$ cat config.mk
export PLATFORM = sky130hd
export DESIGN_NAME = alu_core
export DESIGN_NICKNAME = d
export VERILOG_FILES = /design/src/rtl/alu_core.sv
export SDC_FILE = /design/constraint.sdc
export NUM_CORES = 1
export LEC_CHECK = 0
export BUFFER_PORTS_ARGS = -buffer_cell sky130_fd_sc_hd__buf_4
export CORE_MARGIN = 5
export CORE_UTILIZATION = 40
export CTS_BUF_LIST = sky130_fd_sc_hd__clkbuf_4 sky130_fd_sc_hd__clkbuf_8 sky130_fd_sc_hd__clkbuf_16
export DETAILED_ROUTE_END_ITERATION = 10
export HOLD_SLACK_MARGIN = 0.05
export PLACE_DENSITY = 0.6
export SYNTH_ARGS = -nofsm -noshare
export SYNTH_HDL_FRONTEND = slang
export SYNTH_SLANG_ARGS = --single-unit
export TNS_END_PERCENT = 100
$ cat constraint.sdc
create_clock -name clk -period 5.8 [get_ports clk]
set_input_delay 0.29 -clock clk [delete_from_list [all_inputs] [get_ports clk]]
set_output_delay 0.29 -clock clk [all_outputs]
set_load 0.01 [all_outputs]
$ cat src/rtl/alu_core.sv
// Registered ALU: one operation per clock on A/B chosen by a 4-bit opcode,
// producing a result, the high half of multiply products and a C/Z/N/V status register.
module alu_core #(
  parameter int WIDTH = 8
) (
  input  logic             clk,
  input  logic             reset,
  input  logic [WIDTH-1:0] A,
  input  logic [WIDTH-1:0] B,
  input  logic [3:0]       function_select_lines,
  output logic [WIDTH-1:0] reg_out,
  output logic [WIDTH-1:0] mul_high,
  output logic [3:0]       SREG
);

  localparam int MSB = WIDTH - 1;

  localparam logic [3:0] OP_NOP  = 4'd0;
  localparam logic [3:0] OP_ADD  = 4'd1;
  localparam logic [3:0] OP_SUB  = 4'd2;
  localparam logic [3:0] OP_MUL  = 4'd3;
  localparam logic [3:0] OP_AND  = 4'd4;
  localparam logic [3:0] OP_OR   = 4'd5;
  localparam logic [3:0] OP_XOR  = 4'd6;
  localparam logic [3:0] OP_NOT  = 4'd7;
  localparam logic [3:0] OP_LSL  = 4'd8;
  localparam logic [3:0] OP_LSR  = 4'd9;
  localparam logic [3:0] OP_ASR  = 4'd10;
  localparam logic [3:0] OP_ROL  = 4'd11;
  localparam logic [3:0] OP_ROR  = 4'd12;
  localparam logic [3:0] OP_INC  = 4'd13;
  localparam logic [3:0] OP_MULS = 4'd14;
  localparam logic [3:0] OP_CMP  = 4'd15;

  localparam logic [WIDTH-1:0] SIGNED_MAX = {1'b0, {(WIDTH-1){1'b1}}};

  logic [WIDTH-1:0] result_reg, result_next;
  logic [WIDTH-1:0] mul_high_reg, mul_high_next;
  logic [3:0]       sreg_reg, sreg_next;

  logic [WIDTH:0]          add_ext, sub_ext;
  logic [2*WIDTH-1:0]      prod_u;
  logic signed [2*WIDTH-1:0] prod_s;
  logic                    c_old;

  logic [WIDTH-1:0] r;
  logic c_f, z_f, n_f, v_f;
  logic write_result, write_flags, flags_from_r, shift_v;

  assign c_old   = sreg_reg[0];
  assign add_ext = {1'b0, A} + {1'b0, B};
  // Top bit of the widened difference is the unsigned borrow.
  assign sub_ext = {1'b0, A} - {1'b0, B};
  assign prod_u  = {{WIDTH{1'b0}}, A} * {{WIDTH{1'b0}}, B};
  assign prod_s  = $signed({{WIDTH{A[MSB]}}, A}) * $signed({{WIDTH{B[MSB]}}, B});

  always_comb begin
    result_next   = result_reg;
    mul_high_next = '0;
    sreg_next     = sreg_reg;
    r             = '0;
    c_f           = c_old;
    z_f           = 1'b0;
    n_f           = 1'b0;
    v_f           = 1'b0;
    write_result  = 1'b1;
    write_flags   = 1'b1;
    flags_from_r  = 1'b1;
    shift_v       = 1'b0;

    case (function_select_lines)
      OP_NOP: begin
        write_result  = 1'b0;
        write_flags   = 1'b0;
        mul_high_next = mul_high_reg;
      end
      OP_ADD: begin
        r   = add_ext[MSB:0];
        c_f = add_ext[WIDTH];
        v_f = ~(A[MSB] ^ B[MSB]) & (A[MSB] ^ add_ext[MSB]);
      end
      OP_SUB, OP_CMP: begin
        r   = sub_ext[MSB:0];
        c_f = sub_ext[WIDTH];
        v_f = (A[MSB] ^ B[MSB]) & (A[MSB] ^ sub_ext[MSB]);
        if (function_select_lines == OP_CMP) begin
          write_result  = 1'b0;
          mul_high_next = mul_high_reg;
        end
      end
      OP_MUL: begin
        r             = prod_u[MSB:0];
        mul_high_next = prod_u[2*WIDTH-1:WIDTH];
        flags_from_r  = 1'b0;
        c_f           = |prod_u[2*WIDTH-1:WIDTH];
        z_f           = (prod_u == '0);
      end
      OP_AND: r = A & B;
      OP_OR:  r = A | B;
      OP_XOR: r = A ^ B;
      OP_NOT: begin
        r   = ~A;
        c_f = 1'b1;
      end
      OP_LSL: begin
        r       = {A[MSB-1:0], 1'b0};
        c_f     = A[MSB];
        shift_v = 1'b1;
      end
      OP_LSR: begin
        r       = {1'b0, A[MSB:1]};
        c_f     = A[0];
        shift_v = 1'b1;
      end
      OP_ASR: begin
        r       = {A[MSB], A[MSB:1]};
        c_f     = A[0];
        shift_v = 1'b1;
      end
      OP_ROL: begin
        r       = {A[MSB-1:0], c_old};
        c_f     = A[MSB];
        shift_v = 1'b1;
      end
      OP_ROR: begin
        r       = {c_old, A[MSB:1]};
        c_f     = A[0];
        shift_v = 1'b1;
      end
      OP_INC: begin
        r   = A + 1'b1;
        v_f = (A == SIGNED_MAX);
      end
      default: begin  // OP_MULS
        r             = prod_s[MSB:0];
        mul_high_next = prod_s[2*WIDTH-1:WIDTH];
        flags_from_r  = 1'b0;
        c_f           = 1'b0;
        z_f           = (prod_s == '0);
        n_f           = prod_s[2*WIDTH-1];
        // Representable only if the upper half plus result MSB are all sign copies.
        v_f           = ~((&prod_s[2*WIDTH-1:MSB]) | ~(|prod_s[2*WIDTH-1:MSB]));
      end
    endcase

    if (flags_from_r) begin
      z_f = (r == '0);
      n_f = r[MSB];
    end
    if (shift_v) begin
      v_f = n_f ^ c_f;
    end
    if (write_result) begin
      result_next = r;
    end
    if (write_flags) begin
      sreg_next = {v_f, n_f, z_f, c_f};
    end
  end

  always_ff @(posedge clk) begin
    if (reset) begin
      result_reg   <= '0;
      mul_high_reg <= '0;
      sreg_reg     <= '0;
    end else begin
      result_reg   <= result_next;
      mul_high_reg <= mul_high_next;
      sreg_reg     <= sreg_next;
    end
  end

  assign reg_out  = result_reg;
  assign mul_high = mul_high_reg;
  assign SREG     = sreg_reg;

endmodule

==> run summary <==
IR analysis of the VDD net gives a maximum drop of 343 uV. The critical path startpoint category was an input pin. The congestion estimate from routability-driven global placement came to 0.949. The fraction of the cycle the final worst path needs came out at 0.879. For the maximum level of the CTS H-tree, the log shows 1. Cell internal power was estimated by the tool at 1.07 mW. The total DRC errors in the routed layout is 0, and the number of cells on the worst hold path is 2.

In the synthesized netlist, the number of instances is 831. The share of flip-flops with an asynchronous set or reset after synthesis came out at 0. The logs give 0.069 for the sequential cell fraction of total power and 6208 for the via count.

Summed over all cells, the static leakage comes to 3.49 nW. TritonCTS built the clock tree. Derived from the worst setup path, the maximum achievable clock frequency is 0.196 GHz. The worst slew margin relative to its limit was 0.492; the total count of max-transition violations in the final report was 0. The actual slew at the worst max-slew pin was 0.758 ns. Clock tree synthesis selected as its root buffer the cell sky130_fd_sc_hd__clkbuf_16. The share of synthesized area occupied by flip-flops and latches is 0.0590, and the final core utilization is 0.442. The largest net degree at the start of global routing is 32. For the number of clock buffers inserted by TritonCTS, the log shows 3. For this design, the CTS-stage hold fixing added 0 buffers. Summing all non-filler instances in the final layout gives an area of 7350 um2.

In this run, distinct cell masters in the synthesized netlist total 82. The average instance in the mapped netlist occupies 8.17 um2. Counting I/O delays and the setup requirement, the final critical path takes 5.10 ns. Measured in cells, the most critical reg-to-reg path has a length of 8.

The worst setup path is captured at a flip-flop. In this run the remaining antenna-violating nets after routing total 0. In the synthesized netlist, the cells that appear most often are 144 x sky130_fd_sc_hd__inv_1, 87 x sky130_fd_sc_hd__fa_1, 84 x sky130_fd_sc_hd__ha_1. On the final layout, the worst clock skew is 0.00381 ns. The source-to-sink clock delay at the later pin of the worst-skew pair is 0.25 ns, and the die area is 19700 um2.

STA puts the critical path data required time at 5.99 ns. The clock passes through at most 2 buffers. In the final timing run, aggregate negative setup slack is 0 ns. Setup repair after global routing left no endpoint under its margin. The via count of the first global-routing pass was 6118.

The number of setup buffers added after CTS is 0. The power per cell area works out to 332 nW/um2. Net switching share of the total power: 0.561. The net switching power figure was 1.37 mW; the share of final-layout standard cells stronger than drive strength 1 was 0.0891.

For the half-perimeter wire length of the detailed placement result, the log shows 17.6 mm. The hold violation total from the final report is 0. The floorplan step set the die width to 140 um. The run gives 1024 as the post-synth net total. The final routed wire length divided by cell count was 19.7 um; the total core area was 16600 um2.

The kind of path behind the tightest hold check was input pin to flip-flop. The number of antenna diodes in the final layout is 0. Combinational group share of total power: 0.854. The area growth from synthesis to layout is 8.31%. For this design, the sink count on the clock tree is 20. The final routed wirelength across all metal layers is 21.1 mm. The tool flagged a number of max-cap violations equal to 0. The via density per instance was 5.79. For this design the top-level I/O count stands at 42. Gates resized during post-CTS repair numbered 0. The number of antenna violations at the first check in global routing was 0.

The portion of synthesized cell area occupied by the leading cell type works out to 0.257. Summing all placed instances gives a cell area of 7250 um2. The run gives 6790 um2 as the post-synthesis cell area. The Yosys step of the flow raised 0 warnings. The cell taking the most area after synthesis was sky130_fd_sc_hd__fa_1.

The number of port buffers was 41. The most used flip-flop cell after synthesis is sky130_fd_sc_hd__dfxtp_1. The largest fanout on the critical path works out to 13. STA puts the critical path data arrival time at 5.29 ns. The floorplan has 47 rows. The flop and latch count out of synthesis came out at 20. The number of flops mapped to enable cells by yosys was 0.

The run gives 0.213 as the total track usage. The run finished with clean final reports. After global routing the overflow that remains totals 0.

For the effective utilization at floorplan, the log shows 0.408. The tools report the number of nets in the finished design as 1047. sky130_fd_sc_hd__inv_1 is the most common cell in the netlist. The worst reg-to-reg setup slack was 3.86 ns. The vertical extent of the die works out to 140 um. The setup path with the least slack is of type input pin to flip-flop. The number of optimization iterations in the first detailed-route pass was 5. The first global-routing pass estimated 33.8 mm of wire. Setup violations remaining at the end of the flow were counted as 0. After the first detailed-routing iteration, the DRC count stood at 682. The power share of the clock group came out at 0.077.

The clock-pin transition on the worst setup and hold timing paths was 0.06 ns. Ranked by total cell area, the synthesized netlist is headed by sky130_fd_sc_hd__fa_1 26%, sky130_fd_sc_hd__ha_1 15%, sky130_fd_sc_hd__inv_1 8.0%.
[final cells by class]
type / instances / area (um2)
Inverter: 153 / 577
Timing Repair Buffer: 47 / 353
Sequential cell: 20 / 400
Clock buffer: 3 / 75.1
Tap cell: 220 / 275
Clock inverter: 1 / 30.0
Fill cell: 1692 / 9290
Multi-Input combinational cell: 629 / 5640
[placed cells by master, fill, tap and decap left out, types with 10 or more instances in the layout]
| master | n |
|---|---|
| sky130_fd_sc_hd__inv_1 | 144 |
| sky130_fd_sc_hd__fa_1 | 87 |
| sky130_fd_sc_hd__ha_1 | 84 |
| sky130_fd_sc_hd__nor2_1 | 82 |
| sky130_fd_sc_hd__nand2_1 | 49 |
| sky130_fd_sc_hd__a21oi_1 | 48 |
| sky130_fd_sc_hd__buf_4 | 47 |
| sky130_fd_sc_hd__xnor2_1 | 32 |
| sky130_fd_sc_hd__o21ai_0 | 22 |
| sky130_fd_sc_hd__dfxtp_1 | 20 |
| sky130_fd_sc_hd__nor3_1 | 15 |
| sky130_fd_sc_hd__nand2b_1 | 15 |
| sky130_fd_sc_hd__nand3_1 | 14 |
| sky130_fd_sc_hd__o21bai_1 | 11 |
| sky130_fd_sc_hd__a211oi_1 | 10 |
[per-layer routing]
layer | part of all wire | GRT usage
met1 | 0.45 | 0.317
met2 | 0.44 | 0.333
met3 | 0.075 | 0.0198
met4 | 0.030 | 0.0535
met5 | 0 | 0
[power by group through the flow]
stage	Clock, mW	Combinational [mW]	Sequential, mW
after floorplan	0	1.45	0.176
after global placement	0	2.07	0.170
after detailed placement	0	2.07	0.170
after CTS	0.192	2.09	0.167
after global routing	0.199	2.32	0.170
final	0.188	2.08	0.167
[through the flow]
stage | hold WS (ns) | worst slack [ns] | std cells | power [mW]
4_1_cts | 0.370 | 0.726 | 1073 | 2.45
3_5_place_dp | 0.454 | 0.484 | 1069 | 2.24
3_3_place_gp | 0.445 | 0.492 | 1069 | 2.24
6_report | 0.371 | 0.701 | 1073 | 2.44
2_1_floorplan | 0.476 | 1.09 | 831 | 1.63
5_1_grt | 0.383 | 0.355 | 1073 | 2.69
[critical path, cell delays in order]
cell and delay (ns):
sky130_fd_sc_hd__buf_4 0.19, sky130_fd_sc_hd__clkinv_1 0.10, sky130_fd_sc_hd__buf_4 0.19, sky130_fd_sc_hd__nor2_1 0.30, sky130_fd_sc_hd__fa_1 0.55, sky130_fd_sc_hd__inv_1 0.16, sky130_fd_sc_hd__fa_1 0.43, sky130_fd_sc_hd__inv_1 0.08
sky130_fd_sc_hd__fa_1 0.44, sky130_fd_sc_hd__fa_1 0.45, sky130_fd_sc_hd__ha_1 0.35, sky130_fd_sc_hd__a21oi_1 0.22, sky130_fd_sc_hd__o21ai_0 0.11, sky130_fd_sc_hd__a21oi_1 0.16, sky130_fd_sc_hd__o31ai_1 0.14, sky130_fd_sc_hd__xnor2_1 0.45
sky130_fd_sc_hd__nand3_1 0.17, sky130_fd_sc_hd__nor4_1 0.30, sky130_fd_sc_hd__or3_1 0.16
[kinds of logic after synthesis]
family                   share of synthesized area
AO/OA/AOI/OAI                                0.195
AND/OR/NAND/NOR                              0.155
buffers and inverters                        0.110
multiplexers                                0.0171
flip-flops                                  0.0590
adder cells (fa/ha/maj)                      0.411
XOR/XNOR                                    0.0527
[path summary, 6_finish.rpt]
kind                                     to        start
worst max-delay path                SREG[1]         A[7]
worst min-delay path             reg_out[6]        reset
worst max register to register      SREG[2]      SREG[0]
worst min register to register  mul_high[1]  mul_high[1]
Power figures use the tool's default switching activity.
